File: config.mk
export PLATFORM = sky130hd
export DESIGN_NAME = bsg_link_sdr_rx_endpoint
export DESIGN_NICKNAME = d
export VERILOG_FILES = /design/src/rtl/bsg_link_sdr_pkg.sv /design/src/rtl/bsg_link_sdr_rx_credit_counter.sv /design/src/rtl/bsg_link_sdr_rx_endpoint.sv
export SDC_FILE = /design/constraint.sdc
export NUM_CORES = 1
export LEC_CHECK = 0
export ABC_AREA = 1
export CORE_UTILIZATION = 39
export CTS_BUF_LIST = sky130_fd_sc_hd__clkbuf_16
export CTS_CLUSTER_SIZE = 25
export DETAILED_ROUTE_END_ITERATION = 16
export DONT_BUFFER_PORTS = 1
export PLACE_DENSITY_LB_ADDON = 0.05
export SYNTH_ARGS = -nofsm -noshare
export SYNTH_HDL_FRONTEND = slang
export SYNTH_SLANG_ARGS = --single-unit
File: constraint.sdc
create_clock -name clk_i -period 3 [get_ports clk_i]
set_input_delay 0.6 -clock clk_i [delete_from_list [all_inputs] [get_ports clk_i]]
set_output_delay 0.6 -clock clk_i [all_outputs]
set_load 0.03 [all_outputs]
File: src/rtl/bsg_link_sdr_pkg.sv
// ---------------------------------------------------------------------------
// bsg_link_sdr_pkg
//   Shared definitions for the SDR link receive endpoint.
//   - ptr_width(): FIFO pointer width, which is one wrap bit more than the
//     address width, so that full and empty can be told apart.
//   - token_state_e: level of the returned credit token.
// ---------------------------------------------------------------------------
package bsg_link_sdr_pkg;

   function automatic int ptr_width(input int lg_depth);
      return lg_depth + 1;
   endfunction

   typedef enum logic {
      TOKEN_LOW  = 1'b0,
      TOKEN_HIGH = 1'b1
   } token_state_e;

endpackage

File: src/rtl/bsg_link_sdr_rx_credit_counter.sv
// ---------------------------------------------------------------------------
// bsg_link_sdr_rx_credit_counter
//   Converts dequeues into credit-token edges. It toggles the token once for
//   every 2^lg_decim_p dequeues. The token is a flop output, so it cannot
//   glitch.
// Ports:
//   clk_i      clock
//   reset_n_i  asynchronous active-low reset; token and count go to 0
//   yumi_i     one dequeue this cycle
//   token_o    credit token level
// ---------------------------------------------------------------------------
module bsg_link_sdr_rx_credit_counter
   import bsg_link_sdr_pkg::*;
#(
   parameter int lg_decim_p = 0
)(
   input  logic clk_i,
   input  logic reset_n_i,
   input  logic yumi_i,
   output logic token_o
);

   token_state_e token_q, token_d;
   logic         wrap;

   generate
      if (lg_decim_p == 0) begin : g_no_decim
         assign wrap = yumi_i;
      end else begin : g_decim
         logic [lg_decim_p-1:0] cnt_q, cnt_d;

         always_comb begin
            cnt_d = cnt_q;
            if (yumi_i) cnt_d = cnt_q + lg_decim_p'(1);
         end

         always_ff @(posedge clk_i or negedge reset_n_i) begin
            if (!reset_n_i) cnt_q <= '0;
            else            cnt_q <= cnt_d;
         end

         // The counter is about to roll over to zero on this dequeue.
         assign wrap = yumi_i && (&cnt_q);
      end
   endgenerate

   always_comb begin
      token_d = token_q;
      if (wrap) token_d = (token_q == TOKEN_LOW) ? TOKEN_HIGH : TOKEN_LOW;
   end

   always_ff @(posedge clk_i or negedge reset_n_i) begin
      if (!reset_n_i) token_q <= TOKEN_LOW;
      else            token_q <= token_d;
   end

   assign token_o = (token_q == TOKEN_HIGH);

endmodule

File: src/rtl/bsg_link_sdr_rx_endpoint.sv
// ---------------------------------------------------------------------------
// bsg_link_sdr_rx_endpoint
//   Receive end of a credit-based SDR link, clocked by one local clock.
//   The incoming word is registered every cycle and has no backpressure. It
//   is then buffered in a 2^lg_fifo_depth_p entry FIFO and handed to the core
//   with a valid/yumi handshake. Dequeues return credits on link_token_o.
// Ports:
//   clk_i         clock
//   reset_n_i     asynchronous active-low reset
//   link_v_i      incoming word valid
//   link_data_i   incoming word
//   link_token_o  credit token; each edge returns 2^decimation credits
//   core_v_o      FIFO head valid
//   core_data_o   FIFO head word
//   core_yumi_i   core consumes the head (only while core_v_o=1)
//   overflow_o    sticky: a word arrived while the FIFO was full
//   rx_count_o    saturating count of accepted words
//                 (only with BSG_LINK_SDR_RX_STATS_EN)
// Configuration macro: BSG_LINK_SDR_RX_STATS_EN
// ---------------------------------------------------------------------------
module bsg_link_sdr_rx_endpoint
   import bsg_link_sdr_pkg::*;
#(
   parameter int width_p                         = 16,
   parameter int lg_fifo_depth_p                 = 3,
   parameter int lg_credit_to_token_decimation_p = 0,
   parameter int stats_width_p                   = 32
)(
   input  logic               clk_i,
   input  logic               reset_n_i,
   input  logic               link_v_i,
   input  logic [width_p-1:0] link_data_i,
   output logic               link_token_o,
   output logic               core_v_o,
   output logic [width_p-1:0] core_data_o,
   input  logic               core_yumi_i,
   output logic               overflow_o
`ifdef BSG_LINK_SDR_RX_STATS_EN
  ,output logic [stats_width_p-1:0] rx_count_o
`endif
);

   localparam int ptr_w_lp = ptr_width(lg_fifo_depth_p);
   localparam int depth_lp = 1 << lg_fifo_depth_p;

   logic                v_q;
   logic [width_p-1:0]  data_q;
   logic [ptr_w_lp-1:0] rd_ptr_q, rd_ptr_d;
   logic [ptr_w_lp-1:0] wr_ptr_q, wr_ptr_d;
   logic                overflow_q, overflow_d;
   logic [width_p-1:0]  mem_q [depth_lp];
   logic                empty, full, enq, deq, drop;

   // Capture stage: link inputs are registered every cycle.
   always_ff @(posedge clk_i or negedge reset_n_i) begin
      if (!reset_n_i) v_q <= 1'b0;
      else            v_q <= link_v_i;
   end

   always_ff @(posedge clk_i) begin
      data_q <= link_data_i;
   end

   // FIFO stage: the extra MSB on each pointer separates full from empty.
   assign empty = (rd_ptr_q == wr_ptr_q);
   assign full  = (rd_ptr_q[ptr_w_lp-1] != wr_ptr_q[ptr_w_lp-1]) &&
                  (rd_ptr_q[ptr_w_lp-2:0] == wr_ptr_q[ptr_w_lp-2:0]);

   assign deq  = core_yumi_i && !empty;
   // At full, a dequeue in the same cycle frees the slot being written.
   assign enq  = v_q && (!full || deq);
   assign drop = v_q && full && !deq;

   always_comb begin
      rd_ptr_d   = rd_ptr_q;
      wr_ptr_d   = wr_ptr_q;
      overflow_d = overflow_q;
      if (deq)  rd_ptr_d   = rd_ptr_q + ptr_w_lp'(1);
      if (enq)  wr_ptr_d   = wr_ptr_q + ptr_w_lp'(1);
      if (drop) overflow_d = 1'b1;
   end

   always_ff @(posedge clk_i or negedge reset_n_i) begin
      if (!reset_n_i) begin
         rd_ptr_q   <= '0;
         wr_ptr_q   <= '0;
         overflow_q <= 1'b0;
      end else begin
         rd_ptr_q   <= rd_ptr_d;
         wr_ptr_q   <= wr_ptr_d;
         overflow_q <= overflow_d;
      end
   end

   always_ff @(posedge clk_i) begin
      if (enq) mem_q[wr_ptr_q[ptr_w_lp-2:0]] <= data_q;
   end

   assign core_v_o    = !empty;
   assign core_data_o = mem_q[rd_ptr_q[ptr_w_lp-2:0]];
   assign overflow_o  = overflow_q;

   bsg_link_sdr_rx_credit_counter #(
      .lg_decim_p(lg_credit_to_token_decimation_p)
   ) u_credit (
      .clk_i    (clk_i),
      .reset_n_i(reset_n_i),
      .yumi_i   (deq),
      .token_o  (link_token_o)
   );

`ifdef BSG_LINK_SDR_RX_STATS_EN
   logic [stats_width_p-1:0] rx_count_q, rx_count_d;

   always_comb begin
      rx_count_d = rx_count_q;
      if (enq && !(&rx_count_q)) rx_count_d = rx_count_q + stats_width_p'(1);
   end

   always_ff @(posedge clk_i or negedge reset_n_i) begin
      if (!reset_n_i) rx_count_q <= '0;
      else            rx_count_q <= rx_count_d;
   end

   assign rx_count_o = rx_count_q;
`endif

   a_yumi_legal: assert property (@(posedge clk_i) disable iff (!reset_n_i)
                                  core_yumi_i |-> core_v_o);

endmodule
# Yosys cells after proc, flatten, opt, wreduce, memory -nomap -nowiden
# Memories as Yosys holds them, arrays and structs flattened.
# Index checks and enable logic that the tools add are counted.
# classes
shifts	0
reduce_logical	9
n_mul	0
n_lt_le_gt_ge	0
div	0
bitwise_logic	0
n_mux	3
addsub	2
eq_ne	3
# op_table
operator	count
adder 4 x 1 -> 4 bit, second input constant	2
logical AND 1 bit	5
equality test 4 bit	1
equality test 3 bit	1
logical NOT 1 bit	3
2-to-1 mux 1 bit	3
logical OR 1 bit	1
!= test 1 bit	1
# word_totals
ff_bits	27
ramBits	128
rom_bits	0
in_bits	20
memories	1
latchBits	0
output_inout_bits	19
wordCells	24
# mem_list
name	depth	width	rd	rd_ports_with_merged_regs	wr	line	text
mem_q	8	16	1	0	1	bsg_link_sdr_rx_endpoint.sv:51	logic [width_p-1:0] mem_q [depth_lp];

# Logic depth before layout (Yosys ltp)
# Gate-level depths: netlist of the first run.
# depth
depth_word	7
depth_mapped	9
depth_no_buf	8

# Hierarchy
# Synthesis of the first run repeated with hierarchy kept, for this count alone.
# unflattened
cells_unflattened	465
area_unflattened_um2	5920.7
# by_module_without_submodules
module	cells_per_inst	area_each_um2	instances	seq_area_each_um2
bsg_link_sdr_rx_endpoint	459	5876.9	1	4414.2
bsg_link_sdr_rx_credit_counter	6	43.8	1	25.0

# Least setup slack after synthesis of the first run
# No wires, ideal clock.
# synth_path
kind	flip-flop to flip-flop
startpoint	reg rd_ptr_q[1]
endpoint	mem mem_q[4][0], enable pin
path_stages_with_launch	9
arrival_ps	1787
synth_period_minus_slack_ps	2176
t_required_ps	2612
n_path_buf	1
setup_slack_ps	824
setup_time_ps	388
cell_sequence	dfrtp_1 > buf_4 > inv_1 > nand2_1 > nand2_2 > nor2_8 > nand4_4 > nand3_1 > nor2_1
# synth_between
elab_chain_len	7
word_cells_on_any_way	10
cone_classes	eq/ne: 2; mux: 2; reduce/logical: 6
# synth_rtl
item	line	text
from (decl)	bsg_link_sdr_rx_endpoint.sv:48	logic [ptr_w_lp-1:0] rd_ptr_q, rd_ptr_d;
from (signal assigned)	bsg_link_sdr_rx_endpoint.sv:89	rd_ptr_q <= rd_ptr_d;
equality test 4 bit or equality test 3 bit (tied branches)	bsg_link_sdr_rx_endpoint.sv:65, bsg_link_sdr_rx_endpoint.sv:67	
logical NOT 1 bit or logical AND 1 bit (tied branches)	bsg_link_sdr_rx_endpoint.sv:69, bsg_link_sdr_rx_endpoint.sv:66	
logical AND 1 bit or logical NOT 1 bit (tied branches)	bsg_link_sdr_rx_endpoint.sv:69, bsg_link_sdr_rx_endpoint.sv:71	
logical OR 1 bit *	bsg_link_sdr_rx_endpoint.sv:71	assign enq = v_q && (!full || deq);
logical AND 1 bit *	bsg_link_sdr_rx_endpoint.sv:71	
2-to-1 mux 1 bit *	bsg_link_sdr_rx_endpoint.sv:96	if (enq) mem_q[wr_ptr_q[ptr_w_lp-2:0]] <= data_q;
2-to-1 mux 1 bit (not written as such) *	bsg_link_sdr_rx_endpoint.sv:96	
to (decl)	bsg_link_sdr_rx_endpoint.sv:51	
# Mark *: on every way between the ends. The rest lies on a longest branch, timed or not.

# Final worst setup path of the first run
# layout_path
startpoint	reg rd_ptr_q[0]
endpoint	out core_data_o[4]
# layout_between
elab_chain_len	1
# layout_rtl
item	line	text
memory read (8 x 16 bit)	--	
to (decl)	bsg_link_sdr_rx_endpoint.sv:35	output logic [width_p-1:0] core_data_o,
# Every way passes these cells.

==> impl_metrics.tcl, run 1 <==
set metrics [dict create \
    cts_resized 0 \
    r2r_end "mem_q[6][6]$_DFFE_PP_" \
    violations "DRC" \
    grt_pass1_vias 3319 \
    num_antenna_cells 0 \
    clk_pin_slew_ns 0.06 \
    crit_path_start_kind "flip-flop" \
    insertion_delay_ns 0.42 \
    yosys.cell_types.count 27 \
    fp.dieH_um 125 \
    period_share 0.869 \
    gp_congestion 0.721 \
    ff2ff_setup_slack_ns 0.81 \
    fillCellCount 1304 \
    port_buffers 0 \
    power_frac_comb 0.325 \
    setup_violations 0 \
    crit_path_max_incr_delay_ns 0.41 \
    pwr-share-seq 0.384 \
    p_leak_nw 2.43 \
    dr_total_vias 3481 \
    rsz0062_at_grt "no" \
    path_common_cell "nand2_1" \
    wire_per_inst_um 19.2 \
    drt_iter0_drc 256 \
    cp_max_fo 20 \
    wl_um 12900 \
    tightest_slew_ns 0.764 \
    synth_nets 484 \
    netlist.area_leader.share 0.650 \
    start_util 0.404 \
    swShare 0.381 \
    holdCritPathClass "input port to flip-flop" \
    synth_area_per_cell_um2 12.8 \
    clkSinkCount 155 \
    min_path_cells 0 \
    synth.area.top_cells "edfxtp_1 (65%), dfxtp_1 (5.4%), o21ai_0 (5.4%)" \
    crit_path_cell_trace "inv_2 -> buf_4 -> o21ai_0 -> o22ai_1 -> nand2_1 -> nand2_1" \
    num_rows 44 \
    fin_util 0.464 \
    cts_max_level 4 \
    clockBufferDepth 2 \
    cts_tree "done" \
    ir_drop_uv 568 \
    ant_nets 0 \
    drive_gt1_frac 0.131 \
    fmax_mhz 384 \
    p_per_area_nw_per_um2 1090 \
    via_per_inst 5.19 \
    min_period_ns 2.61 \
    fin_area_um2 6800 \
    timing.critical_path.from "rd_ptr_q[0]$_DFFE_PN0P_" \
    p_int_mw 4.60 \
    hold_path_startpoint "link_data_i[10]" \
    dieArea_um2 15700 \
    hold_buffers 1 \
    ys_seq_area_frac 0.751 \
    die_w_um 125 \
    ff2ff_path_depth 8 \
    end_kind "output port" \
    grt_pass1_wl_um 19800 \
    slowest_stage "dfrtp_2" \
    grt.total_usage 0.174 \
    finalSetupTns_ns 0 \
    relSlewSlack 0.490 \
    clock_skew_ns 0.00767 \
    syn_inst 462 \
    p_switching_mw 2.83 \
    hold_end "data_q[10]$_DFF_P_" \
    maxSlewViolCount 0 \
    final_cell_mix "edfxtp_1 (128), nand2_1 (75), nor2_1 (65)" \
    post-route-drc-count 2 \
    final_common_cell "edfxtp_1" \
    worstSetupPathType "flip-flop to output port" \
    antenna_found_initial 0 \
    ios 39 \
    root_buffer "clkbuf_16" \
    drv_cap 0 \
    r2r-start "rd_ptr_q[1]$_DFFE_PN0P_" \
    required_ns 2.40 \
    area_growth_pct 14.9 \
    status "finished, violations left" \
    final_nets 496 \
    yosys_warnings 0 \
    arrival_ns 2.01 \
    mappedNetlistArea_um2 5910 \
    grt_max_degree 44 \
    dp.final_hpwl_um 7140 \
    finalHoldViolCount 0 \
    gr-total-overflow 0 \
    clkPwrFrac 0.291 \
    coreArea_um2 14600 \
    first_pass_iters 12 \
    cts_buffers 17 \
    cts_setup_buffers 0 \
    dpl_cell_area_um2 6190 \
    synth_largest_area_cell "edfxtp_1" \
    ys_seq_elements 155 \
]
[synthesized netlist by cell type, drive strengths merged]
library cell	number
edfxtp	128
nand2	79
nor2	73
o21ai	65
o22ai	32
dfxtp	16
buf	14
clkbuf	11
dfrtp	11
inv	11
nand3	11
xnor2	3
ha	2
xor2	2
nand3b	1
nand4	1
nor3	1
o21bai	1
[metal layers]
layer / global-route usage / vias up / routed length (µm)
li1: - / 1669 / -
met1: 0.232 / 1732 / 5950
met2: 0.282 / 73 / 6290
met3: 0.0436 / 7 / 522
met4: 0.0495 / 0 / 99
met5: 0 / - / 0
[cells by family after synthesis]
group,synth area share
simple gates,0.120
fa+ha+maj,0.00423
compound gates,0.0901
buf+inv,0.0267
flops,0.751
xor+xnor,0.00868
[registers in the layout, indices dropped and copies added, names as in the netlist]
| name | flops |
|---|---|
| mem_q | 128 |
| data_q | 16 |
| rd_ptr_q | 4 |
| wr_ptr_q | 4 |
| overflow_o | 1 |
| u_credit.token_o | 1 |
| v_q | 1 |
[metrics by stage]
stage                     setup slack [ns]  total power, mW  cells  hold WS (ns)
after detailed placement             0.801             5.34    638         0.305
after global placement               0.789             5.34    638         0.305
after global routing                 0.261             7.83    671         0.180
final                                0.394             7.43    671         0.204
after floorplan                      0.824             4.70    462         0.304
after CTS                            0.350             7.52    671         0.186
[final cells by class]
| type | instances | area (µm²) | area share |
|---|---|---|---|
| clock inverters | 15 | 173 | 0.0254 |
| inverters | 11 | 41.3 | 0.00608 |
| flip-flops and latches | 155 | 4440 | 0.653 |
| multi-input cells | 271 | 1340 | 0.196 |
| clock buffers | 17 | 425 | 0.0626 |
| repair buffers | 18 | 150 | 0.0221 |
| well taps | 184 | 230 | 0.0339 |
[critical path: cells and delay by family (launching register included)]
| family | cells | cell delay, ns |
|---|---|---|
| AO/OA/AOI/OAI | 2 | 0.25 |
| buffers and inverters | 2 | 0.56 |
| flip-flops | 1 | 0.41 |
| AND/OR/NAND/NOR | 2 | 0.35 |
[how the worst max path moves through the flow]
| stage | to | slack, ns | cells after the start |
|---|---|---|---|
| 6_report | core_data_o[4] | 0.39 | 6 |
| 5_1_grt | core_data_o[7] | 0.26 | 6 |
| 4_1_cts | core_data_o[1] | 0.35 | 6 |
| 3_5_place_dp | core_data_o[1] | 0.80 | 6 |
| 3_3_place_gp | core_data_o[4] | 0.79 | 6 |
| 2_1_floorplan | mem_q[4][0]$_DFFE_PP_ | 0.82 | 8 |
[power groups by stage]
stage / Clock (mW) / Combinational, mW / Sequential (mW)
final: 2.16 / 2.42 / 2.85
after global routing: 2.30 / 2.65 / 2.88
after CTS: 2.21 / 2.45 / 2.85
after detailed placement: 0 / 2.45 / 2.90
after global placement: 0 / 2.45 / 2.89
after floorplan: 0 / 1.87 / 2.84
No activity file was read; power rests on OpenSTA's default activity.
==> run 2, diff against run 1 <==
--- a/config.mk
+++ b/config.mk
@@ -11,7 +11,6 @@
 export CTS_CLUSTER_SIZE = 25
 export DETAILED_ROUTE_END_ITERATION = 16
 export DONT_BUFFER_PORTS = 1
-export PLACE_DENSITY_LB_ADDON = 0.05
 export SYNTH_ARGS = -nofsm -noshare
 export SYNTH_HDL_FRONTEND = slang
 export SYNTH_SLANG_ARGS = --single-unit
==> constraint.sdc (replaced) <==
create_clock -name clk_i -period 3.3 [get_ports clk_i]
set_input_delay 0.66 -clock clk_i [delete_from_list [all_inputs] [get_ports clk_i]]
set_output_delay 0.66 -clock clk_i [all_outputs]
set_load 0.03 [all_outputs]
==> run 2 against run 1 <==
Net effect:
- the flow still finishes with violations (DRC)
- combinational power down 12%
- sequential power shrank 9.5%
- hold slack better by 0.047 ns
- flip-flop and latch count did not move
- worst setup slack better by 0.11 ns
- register-to-register slack improved by 0.21 ns
- highest routed layer unchanged
==> impl_metrics.tcl, run 2 (synthesis results as in run 1) <==
set metrics [dict create \
    whs_ns 0.251 \
    pwr-share-seq 0.388 \
    final_nets 495 \
    dieArea_um2 15700 \
    via_per_inst 5.21 \
    holdCritPathClass "input port to flip-flop" \
    layout.cells.non_filler 670 \
    status "finished, violations left" \
    gp_congestion 0.746 \
    timing.critical_path.from "rd_ptr_q[0]$_DFFE_PN0P_" \
    wl_um 12200 \
    top_layer "met4" \
    root_buffer "clkbuf_16" \
    cts_resized 0 \
    grt_pass1_wl_um 19400 \
    start_util 0.404 \
    final_common_cell "edfxtp_1" \
    dr_total_vias 3490 \
    required_ns 2.64 \
    violations "DRC" \
    clockBufferDepth 2 \
    num_antenna_cells 0 \
    wl_met1_um 5660 \
    cts_tree "done" \
    hold_path_startpoint "link_data_i[1]" \
    end_kind "output port" \
    num_rows 44 \
    clock_skew_ns 0.0165 \
    drive_gt1_frac 0.119 \
    p_int_mw 4.08 \
    grt.total_usage 0.167 \
    gr-total-overflow 0 \
    ios 39 \
    r2r-start "rd_ptr_q[0]$_DFFE_PN0P_" \
    grt_max_degree 69 \
    fp.dieH_um 125 \
    drv_cap 0 \
    finalHoldViolCount 0 \
    swShare 0.385 \
    tightest_slew_ns 0.803 \
    cts_buffers 17 \
    cts_setup_buffers 0 \
    cp_max_fo 68 \
    finalSetupTns_ns 0 \
    setup_violations 0 \
    fillCellCount 1286 \
    die_w_um 125 \
    min_period_ns 2.80 \
    p_leak_nw 2.41 \
    wire_per_inst_um 18.2 \
    coreArea_um2 14600 \
    clkSinkCount 155 \
    antenna_found_initial 0 \
    fmax_mhz 357 \
    crit_path_start_kind "flip-flop" \
    worstSetupPathType "flip-flop to output port" \
    port_buffers 0 \
    largest_reg_flops 128 \
    power_mw 6.63 \
    relSlewSlack 0.464 \
    post-route-drc-count 2 \
    p_switching_mw 2.55 \
    ir_drop_uv 469 \
    period_share 0.848 \
    drt_iter0_drc 331 \
    met2WireLength_um 5850 \
    clk_pin_slew_ns 0.06 \
    met3WireLength_um 593 \
    maxSlewViolCount 0 \
    first_pass_iters 10 \
    rsz0062_at_grt "no" \
    ant_nets 0 \
    place_inst 637 \
    p_per_area_nw_per_um2 983 \
    grt_pass1_vias 3394 \
    final_cell_mix "edfxtp_1 (128), nand2_1 (75), nor2_1 (72)" \
    dp.final_hpwl_um 6590 \
    power_frac_comb 0.323 \
    cts_max_level 4 \
    area_growth_pct 14.1 \
    clkPwrFrac 0.289 \
    fin_util 0.461 \
    arrival_ns 2.14 \
    insertion_delay_ns 0.43 \
]
==> run 2: worst paths after layout <==
| path | endpoint | slack [ns] | depth (start not counted) |
|---|---|---|---|
| worst max register to register | mem_q[2][14]$_DFFE_PP_ | 1.02 | 8 |
| min in group asynchronous | rd_ptr_q[2]$_DFFE_PN0P_ | 0.65 | 1 |
| max in group asynchronous | rd_ptr_q[0]$_DFFE_PN0P_ | 2.26 | 1 |
| worst min register to register | wr_ptr_q[3]$_DFFE_PN0P_ | 0.52 | 2 |
| worst min-delay path | data_q[1]$_DFF_P_ | 0.25 | 0 |
| worst max-delay path | core_data_o[0] | 0.50 | 5 |
==> run 2: power by group through the flow <==
| stage | Combinational (mW) | Clock (mW) | Sequential (mW) |
|---|---|---|---|
| finish | 2.14 | 1.92 | 2.58 |
| floorplan | 1.70 | 0 | 2.58 |
| global placement | 2.13 | 0 | 2.61 |
| CTS | 2.17 | 1.97 | 2.58 |
| detailed placement | 2.16 | 0 | 2.62 |
| global route | 2.38 | 2.04 | 2.60 |
==> run 2: per-stage QoR <==
| step | worst slack [ns] | cell area, µm² |
|---|---|---|
| after floorplan | 1.12 | 5910 |
| after global placement | 0.998 | 6150 |
| after detailed placement | 0.981 | 6150 |
| after CTS | 0.468 | 6750 |
| after global routing | 0.308 | 6750 |
| final | 0.501 | 6750 |
==> run 2: timing repair <==
item,4_1_cts,5_1_grt
hold buffers,1,0
setup endpoints to repair,0,0
hold endpoints to repair,11,0
==> run 2: per-layer routing <==
layer,vias up,global-route usage
li1,1673,-
met1,1736,0.222
met2,75,0.259
met3,6,0.0535
met4,0,0.0617
met5,-,0
==> run 2: final cells by class <==
| cell class | count | area, µm² | area share |
|---|---|---|---|
| well taps | 184 | 230 | 0.0341 |
| flip-flops and latches | 155 | 4440 | 0.658 |
| clock inverters | 15 | 163 | 0.0241 |
| repair buffers | 17 | 130 | 0.0193 |
| clock buffers | 17 | 425 | 0.0630 |
| multi-input cells | 271 | 1320 | 0.195 |
| inverters | 11 | 41.3 | 0.00612 |
==> run 2: worst max-delay path, cell delays in order (launching register included) <==
cell and delay [ns]:
dfrtp_2 0.36, buf_4 0.55, o21ai_0 0.23, o22ai_1 0.24, nand2_1 0.07, nand2_1 0.26
